$ cat config.mk
export PLATFORM = sky130hd
export DESIGN_NAME = dice_roll_scheduler
export DESIGN_NICKNAME = d
export VERILOG_FILES = /design/src/rtl/dice_pkg.sv /design/src/rtl/die_counter_1to6.sv /design/src/rtl/dice_roll_scheduler.sv
export SDC_FILE = /design/constraint.sdc
export NUM_CORES = 1
export LEC_CHECK = 0
export ABC_AREA = 0
export CORE_ASPECT_RATIO = 1.5
export CORE_UTILIZATION = 35
export DETAILED_ROUTE_END_ITERATION = 12
export PLACE_DENSITY_LB_ADDON = 0.25
export SLEW_MARGIN = 20
export SYNTH_ARGS = -nofsm -noshare
export SYNTH_HDL_FRONTEND = slang
export SYNTH_HIERARCHICAL = 1
export SYNTH_SLANG_ARGS = --single-unit
$ cat constraint.sdc
create_clock -name clk -period 1.95 [get_ports clk]
set_input_delay 0.39 -clock clk [delete_from_list [all_inputs] [get_ports clk]]
set_output_delay 0.39 -clock clk [all_outputs]
set_load 0.01 [all_outputs]
$ cat src/rtl/dice_pkg.sv
`default_nettype none
// ============================================================================
// Module      : dice_pkg
// Description : Shared types, die bounds and roll-count saturation helper.
// Revision    : 1.0 - initial release
// ============================================================================
package dice_pkg;

  typedef enum logic [1:0] {
    IDLE = 2'd0,
    ROLL = 2'd1,
    RESP = 2'd2
  } state_t;

  localparam logic [2:0] DIE_MIN = 3'd1;
  localparam logic [2:0] DIE_MAX = 3'd6;

  // A request for zero rolls still rolls once; oversize requests clamp.
  function automatic int unsigned sat_count(input int unsigned count,
                                            input int unsigned max_cnt);
    if (count == 0) return 1;
    if (count > max_cnt) return max_cnt;
    return count;
  endfunction

endpackage
`default_nettype wire

$ cat src/rtl/die_counter_1to6.sv
`default_nettype none
// ============================================================================
// Module      : die_counter_1to6
// Description : Free-running die face counter cycling 1..6 every clock.
// Revision    : 1.0 - initial release
// ============================================================================
module die_counter_1to6
  import dice_pkg::*;
(
  input  logic       clk,
  input  logic       rstn,
  output logic [2:0] o_die
);

  always_ff @(posedge clk or negedge rstn) begin
    if (!rstn) begin
      o_die <= DIE_MIN;
    end else if (o_die == DIE_MAX) begin
      o_die <= DIE_MIN;
    end else begin
      o_die <= o_die + 3'd1;
    end
  end

endmodule
`default_nettype wire

$ cat src/rtl/dice_roll_scheduler.sv
`default_nettype none
// ============================================================================
// Module      : dice_roll_scheduler
// Description : Round-robin shares one die among requesters, returns roll sums.
// Revision    : 1.0 - initial release
// ============================================================================
module dice_roll_scheduler
  import dice_pkg::*;
#(
  parameter  int N_REQ    = 4,
  parameter  int MAX_DICE = 6,
  localparam int CNT_W    = $clog2(MAX_DICE + 1),
  localparam int SUM_W    = $clog2(6 * MAX_DICE + 1),
  localparam int ID_W     = $clog2(N_REQ)
) (
  input  logic                   clk,
  input  logic                   rstn,
  input  logic [N_REQ-1:0]       req_valid,
  input  logic [N_REQ*CNT_W-1:0] req_count,
  output logic [N_REQ-1:0]       req_ready,
  output logic                   rsp_valid,
  output logic [ID_W-1:0]        rsp_id,
  output logic [SUM_W-1:0]       rsp_sum,
  input  logic                   rsp_ready,
  output logic                   busy
);

  state_t           r_state;
  logic [ID_W-1:0]  r_id;
  logic [CNT_W-1:0] r_cnt;
  logic [SUM_W-1:0] r_acc;
  logic [ID_W-1:0]  r_rr_ptr;
  logic [2:0]       w_die;
  logic [ID_W:0]    w_pick;
  logic [ID_W-1:0]  w_gid;
  logic [CNT_W-1:0] w_cnt_arr [N_REQ];

  die_counter_1to6 u_die (
    .clk   (clk),
    .rstn  (rstn),
    .o_die (w_die)
  );

  for (genvar i = 0; i < N_REQ; i++) begin : g_unpack
    assign w_cnt_arr[i] = req_count[i*CNT_W +: CNT_W];
  end

  // Returns {found, id}; lowest k after the pointer wins, so the last write is kept.
  function automatic logic [ID_W:0] rr_pick(input logic [N_REQ-1:0] vld,
                                            input logic [ID_W-1:0]  ptr);
    logic [ID_W:0]   res;
    logic [ID_W-1:0] idx;
    res = '0;
    for (int k = N_REQ; k >= 1; k--) begin
      idx = ID_W'((int'(ptr) + k) % N_REQ);
      if (vld[idx]) res = {1'b1, idx};
    end
    return res;
  endfunction

  assign w_pick = rr_pick(req_valid, r_rr_ptr);
  assign w_gid  = w_pick[ID_W-1:0];

  always_comb begin
    req_ready = '0;
    if (r_state == IDLE && w_pick[ID_W]) req_ready[w_gid] = 1'b1;
  end

  always_ff @(posedge clk or negedge rstn) begin
    if (!rstn) begin
      r_state  <= IDLE;
      r_id     <= '0;
      r_cnt    <= '0;
      r_acc    <= '0;
      r_rr_ptr <= ID_W'(N_REQ - 1);
    end else begin
      case (r_state)
        IDLE: begin
          if (w_pick[ID_W]) begin
            r_id     <= w_gid;
            r_cnt    <= CNT_W'(sat_count(32'(w_cnt_arr[w_gid]), MAX_DICE));
            r_acc    <= '0;
            r_rr_ptr <= w_gid;
            r_state  <= ROLL;
          end
        end
        ROLL: begin
          r_acc <= r_acc + SUM_W'(w_die);
          r_cnt <= r_cnt - CNT_W'(1);
          if (r_cnt == CNT_W'(1)) r_state <= RESP;
        end
        RESP: begin
          if (rsp_ready) r_state <= IDLE;
        end
        default: r_state <= IDLE;
      endcase
    end
  end

  assign rsp_valid = (r_state == RESP);
  assign busy      = (r_state != IDLE);
  assign rsp_id    = r_id;
  assign rsp_sum   = r_acc;

endmodule
`default_nettype wire

Yosys cells after proc, flatten, opt, wreduce, memory -nomap -nowiden
Index checks and enable logic that the tools add are counted.
{"block": "word_totals", "in_bits": 19, "output_inout_bits": 14, "reg_bits": 18}
{"block": "classes", "magnitude_cmp": 8, "eq_ne": 7, "mux": 38, "reduce_logical": 9, "bitwise": 1, "add_sub_neg": 7}
{"cell": "3-bit 2-to-1 mux", "count": 11}
{"cell": "2-bit by 3-bit < comparator with 1-bit output (second input constant)", "count": 5}
{"cell": "1-bit 2-to-1 mux", "count": 13}
{"cell": "6-bit case mux with 2 select lines", "count": 1}
{"cell": "1-bit binary-select mux with 2-bit select", "count": 4}
{"cell": "6-bit by 3-bit adder with 6-bit output", "count": 1}
{"cell": "3-bit binary-select mux with 2-bit select", "count": 1}
{"cell": "2-bit 2-to-1 mux", "count": 3}
{"cell": "6-bit 2-to-1 mux", "count": 1}
{"cell": "2-bit case mux with 3 select lines", "count": 1}
{"cell": "3-bit case mux with 2 select lines", "count": 1}
{"cell": "2-bit by 1-bit adder with 2-bit output (second input constant)", "count": 2}
{"cell": "2-bit adder (second input constant)", "count": 2}
{"cell": "4-bit 2-to-1 mux", "count": 1}
{"cell": "2-bit inequality test (second input constant)", "count": 2}
{"cell": "2-bit AND reduction", "count": 2}
{"cell": "2-bit nonzero test", "count": 2}
{"cell": "3-bit by 1-bit adder with 3-bit output (second input constant)", "count": 1}
{"cell": "3-bit by 1-bit == test with 1-bit output (second input constant)", "count": 1}
{"cell": "3-bit == test (second input constant)", "count": 1}
{"cell": "3-bit >= comparator (second input constant)", "count": 1}
{"cell": "3-bit greater-than comparator (second input constant)", "count": 1}
{"cell": "3-bit logical NOT", "count": 1}
{"cell": "2-bit inverter with 3-bit output", "count": 1}
{"cell": "other kinds (9)", "count": 10}

Logic depth before layout (Yosys ltp)
Gate-level depths: netlist of the first run.
{"block": "logic_depth", "depth_word": 22, "mapped_depth": 8}

Hierarchy
The synthesis of the first run kept the hierarchy.
{"module": "dice_roll_scheduler", "area_each_um2": 992.2, "n_inst": 1, "seq_area_each_um2": 377.9, "cells_each": 115}
{"module": "die_counter_1to6", "area_each_um2": 112.6, "n_inst": 1, "seq_area_each_um2": 76.3, "cells_each": 8}

Least setup slack after synthesis of the first run
No wires, ideal clock.
{"block": "synth_timing", "kind": "flip-flop to output port", "start": "register r_state[0]", "end": "output port req_ready[0]", "arrival_ps": 1598, "slack_ps": -38, "path_stages_with_launch": 6, "path_buffers": 2, "cell_sequence": "dfrtp_1 > or2_2 > or2_0 > dlygate4sd1_1 > buf_6 > nor3_1"}
{"block": "synth_between", "elab_chain_len": 3}
{"element": "start: declaration", "line": "dice_roll_scheduler.sv:28", "text": "state_t r_state;"}
{"element": "start signal: assignment", "line": "dice_roll_scheduler.sv:71", "text": "r_state <= IDLE;"}
{"element": "start signal: assignment", "line": "dice_roll_scheduler.sv:84", "text": "r_state <= ROLL;"}
{"element": "start signal: assignment", "line": "dice_roll_scheduler.sv:90", "text": "if (r_cnt == CNT_W'(1)) r_state <= RESP;"}
{"element": "2-bit logical NOT", "line": "dice_roll_scheduler.sv:66", "text": "if (r_state == IDLE && w_pick[ID_W]) req_ready[w_gid] = 1'b1;"}
{"element": "1-bit logical AND", "line": "dice_roll_scheduler.sv:66"}
{"element": "4-bit 2-to-1 mux", "line": "dice_roll_scheduler.sv:66"}
{"element": "end: declaration", "line": "dice_roll_scheduler.sv:20", "text": "output logic [N_REQ-1:0] req_ready,"}
Every way passes these cells.

Worst setup path in the final report of the first run
{"block": "layout_timing", "start": "register r_rr_ptr[1]", "end": "output port req_ready[0]"}
{"block": "layout_between", "elab_chain_len": 12}
{"element": "start: declaration", "line": "dice_roll_scheduler.sv:32", "text": "logic [ID_W-1:0] r_rr_ptr;"}
{"element": "start signal: assignment", "line": "dice_roll_scheduler.sv:75", "text": "r_rr_ptr <= ID_W'(N_REQ - 1);"}
{"element": "start signal: assignment", "line": "dice_roll_scheduler.sv:83", "text": "r_rr_ptr <= w_gid;"}
{"element": "2-bit by 1-bit adder with 2-bit output", "line": "dice_roll_scheduler.sv:55", "text": "idx = ID_W'((int'(ptr) + k) % N_REQ);"}
{"element": "1-bit binary-select mux with 2-bit select", "line": "dice_roll_scheduler.sv:56", "text": "if (vld[idx]) res = {1'b1, idx};"}
{"element": "1-bit 2-to-1 mux (not written as such)", "line": "dice_roll_scheduler.sv:56"}
{"element": "3-bit 2-to-1 mux (3 in series)", "line": "dice_roll_scheduler.sv:56"}
{"element": "3-bit 2-to-1 mux *", "line": "dice_roll_scheduler.sv:56"}
{"element": "2-bit by 3-bit < comparator with 1-bit output (not written as such) / 2-bit by 1-bit >= comparator with 1-bit output (equally long branches)", "line": "dice_roll_scheduler.sv:66"}
{"element": "1-bit logical AND (not written as such)", "line": "dice_roll_scheduler.sv:66"}
{"element": "1-bit 2-to-1 mux (not written as such)", "line": "dice_roll_scheduler.sv:66"}
{"element": "1-bit demux with 2-bit select", "line": "dice_roll_scheduler.sv:66"}
{"element": "4-bit 2-to-1 mux *", "line": "dice_roll_scheduler.sv:66"}
Every way passes the cells marked *; elsewhere a longest branch is shown, timed or not. The select of a mux whose other input is x is not followed.

==> run summary, run 1 <==
====================================================================================
Hold buffers post-CTS                                                              0
Buffers from clock root to sink, at most                                           2
Nets in the synthesized netlist                                                  148
Setup repair after global routing missed its margin                              yes
Final setup skew                                                          0.00250 ns
Wire length on met1                                                          1.10 mm
Internal power summed over all cells                                         1.52 mW
Proportion of synthesized flip-flops having asynchronous set or reset           100%
DRT iter0 DRCs                                                                    17
Path type of the worst min-delay path                                       in2async
Number of standard-cell rows in the floorplan                                     24
Cell area power density                                                 1440 nW/um^2
Cell area after technology mapping                                         1100 um^2
Highest cell delay on the worst timing path                                  0.58 ns
FF+latch count, synth                                                             18
Antenna violations before repair                                                   0
Signal arrival time at the worst endpoint                                    1.70 ns
Commonest non-fill, non-tap cells in the layout                         sky130_fd_sc_hd__clkdlybuf4s50_1 (23), sky130_fd_sc_hd__nand2_1 (19), sky130_fd_sc_hd__buf_4 (17), sky130_fd_sc_hd__dfrtp_1 (15), sky130_fd_sc_hd__nor2_1 (10)
Total length of routed wires                                                 2.68 mm
Sequential cell area fraction in the yosys report                              41.1%
Area share of the largest cell type after synthesis                            34.0%
Worst Path Class, Setup                                                      reg2out
Ratio of cells with drive above 1 in the final layout                          29.5%
Number of nets in the layout                                                     199
Vias per cell                                                                   4.91
Period Utilization, post-route                                                  107%
CTS Root Buffer Type                                                    sky130_fd_sc_hd__clkbuf_8
Post-route DRC                                                                     0
Power consumption                                                            2.46 mW
Net switching share of the total power                                         38.4%
Routed wire length per instance                                              12.7 um
Failing checks                                                          setup timing
Portion of total power attributed to the clock network                         11.9%
Combinational share of power                                                   61.6%
Endpoint type of the worst setup path                                    output port
Status                                                                  finished with violations
Cell total after placement                                                       205
Crit start category                                                         register
Area growth syn-to-layout                                                      55.3%
First-pass iteration count of the detailed router                                  4
Ant. Diodes                                                                        0
Wire length of the first global-routing pass                                 4.18 mm
Required arrival time at the worst endpoint                                  1.56 ns
RD Place Congestion                                                            0.782
Latest clock arrival within the worst-skew pair                              0.24 ns
Number of endpoints with negative hold slack in the final report                   0
Hold slack final                                                            0.464 ns
Length of routed met2 wiring                                                 1.45 mm
Met3 routed WL                                                                 75 um
Static leakage                                                              0.812 nW
Setup_tns                                                                  -0.362 ns
TritonCTS clock tree                                                            done
Clock buffers created by TritonCTS                                                 3
Max stage delay cell, worst path                                        sky130_fd_sc_hd__dfstp_2
Count of flip-flops with a built-in enable after synthesis                         0
Grt ovf                                                                            0
Switching component of the power                                            0.945 mW
Worst-margin pin slew                                                       0.411 ns
Number of nets with antenna violations after routing                               0
Slew HR                                                                        72.5%
Y dimension of the die                                                       70.8 um
Final Setup Violations                                                             4
Max-capacitance violation count                                                    0
Max layer used                                                                  met4
Die area                                                                   3390 um^2
Tmin final                                                                   2.09 ns
Prevailing post-synth register cell                                     sky130_fd_sc_hd__dfrtp_1
Final setup margin                                                         -0.138 ns
Sequential power share                                                         26.5%
Half-perimeter wire length after placement                                   1.99 mm
Port Buf Inserts                                                                  32
Core footprint                                                             2940 um^2
Pins over their slew limit                                                         0
Top area cells in the synthesized netlist                               sky130_fd_sc_hd__dfrtp_1 (34%), sky130_fd_sc_hd__dfstp_2 (7.1%), sky130_fd_sc_hd__nand2_1 (6.5%), sky130_fd_sc_hd__ha_1 (5.7%), sky130_fd_sc_hd__o21ai_0 (5.0%)
Number of vias in the routed layout                                             1041
Post-Synthesis Mean Instance Area                                          8.98 um^2
YS warnings                                                                        6
Post-layout util                                                               58.3%
Sink count of the clock tree                                                      18
Number of different library cells in the post-synthesis netlist                   39
Total global-route track usage                                                 16.7%
Maximum number of pins on one net before global-route repair                      19
Horizontal extent of the die                                                 47.9 um
Number of standard cells in the layout, taps in and fillers out                  212
Largest voltage drop on the vdd net                                         0.890 mV
Post-synthesis cell count                                                        123
Cell chain of the critical path                                         mux2i_1, o221ai_2, buf_4, nor3_1, buf_2
Cell type with the highest aggregate area in the netlist                sky130_fd_sc_hd__dfrtp_1
Number of H-tree levels                                                            1
Initial core utilization                                                       37.5%
I/O pin count                                                                     33
F_max                                                                        479 MHz
Clock-pin slew on the worst setup and hold paths                             0.07 ns
Vias in the first global route                                                  1034
Most common cell after layout, fill and taps aside                      sky130_fd_sc_hd__clkdlybuf4s50_1
Critical path fanouts, max                                                         5
====================================================================================
sequential cells by signal, summed over array words and instances (netlist names):
register     flops
rsp_sum          6
r_rr_ptr         2
rsp_id           2
u_die/o_die      3
r_state          2
r_cnt            3
through the flow:
stage | area (um^2) | setup WS (ns)
4_1_cts | 1700 | -0.113
6_report | 1720 | -0.138
2_1_floorplan | 1100 | -0.0384
3_3_place_gp | 1560 | -0.732
3_5_place_dp | 1560 | -0.742
5_1_grt | 1720 | -0.199
synthesized netlist by cell type (3+ instances only):
library cell	n
sky130_fd_sc_hd__nand2b_1	4
sky130_fd_sc_hd__dfstp_2	3
sky130_fd_sc_hd__inv_1	4
sky130_fd_sc_hd__o21ai_0	11
sky130_fd_sc_hd__nor2b_1	4
sky130_fd_sc_hd__a21oi_1	4
sky130_fd_sc_hd__nor2_1	10
sky130_fd_sc_hd__ha_1	5
sky130_fd_sc_hd__dfrtp_1	15
sky130_fd_sc_hd__a21o_1	5
sky130_fd_sc_hd__nand2_1	19
sky130_fd_sc_hd__nand3_1	4
final timing paths:
| kind | start | cells past startpoint | to | slack (ns) |
|---|---|---|---|---|
| setup / recovery | r_rr_ptr[1] | 5 | req_ready[0] | -0.14 |
| hold / removal | rstn | 2 | rsp_sum[5] | 0.46 |
| setup reg to reg | r_rr_ptr[1] | 7 | r_cnt[0] | 0.03 |
| hold reg to reg | rsp_sum[5] | 1 | rsp_sum[5] | 0.50 |
| max in group asynchronous | rstn | 2 | r_rr_ptr[1] | 1.23 |
| min in group clk | rsp_sum[5] | 1 | rsp_sum[5] | 0.50 |
area by class of cell:
type	instances	area, um^2
Sequential cell	18	454
Tap cell	39	48.8
Multi-Input combinational cell	95	672
Clock buffer	4	55.1
Fill cell	279	1230
Timing Repair Buffer	52	470
Inverter	4	15.0
what timing repair did:
action | in CTS | in global routing
endpoints found under the setup margin | 7 | 7
resized for setup | 40 | 8
setup buffers | 4 | 0
pin swaps | 10 | 5
per-layer routing:
metal	vias to the layer above	track usage, %
li1	530	-
met5	-	0
met2	23	30.0
met3	4	2.04
met1	484	18.9
met4	0	5.86
power by group through the flow:
stage	registers, mW	clock network [mW]	logic [mW]
after floorplan	0.683	0	0.787
after global placement	0.655	0	1.35
after detailed placement	0.658	0	1.39
after CTS	0.655	0.301	1.51
after global routing	0.673	0.317	1.66
final	0.653	0.293	1.52
critical path: cells and delay by family, from the launching register on:
kind                   cells  cell delay, ns
muxes                      1            0.23
and+or+nand+nor            1            0.17
AOI/OAI and AO/OA          1            0.15
buffers and inverters      2            0.33
DFF                        1            0.58
cell families after synthesis:
| logic type | count (synthesis) | synth area share (%) |
|---|---|---|
| AOI/OAI and AO/OA | 32 | 19.0 |
| muxes | 2 | 1.81 |
| DFF | 18 | 41.1 |
| buffers and inverters | 10 | 5.55 |
| adders and majority gates | 6 | 7.47 |
| xor gates and xnor gates | 2 | 1.59 |
| and+or+nand+nor | 53 | 23.4 |
Power figures use the tool's default switching activity.
==> run 2: changes to the inputs <==
Settings changed: CAP_MARGIN set to 40.
==> results of run 2 <==
No change in the layout: final DEF, timing and power equal those of run 1.
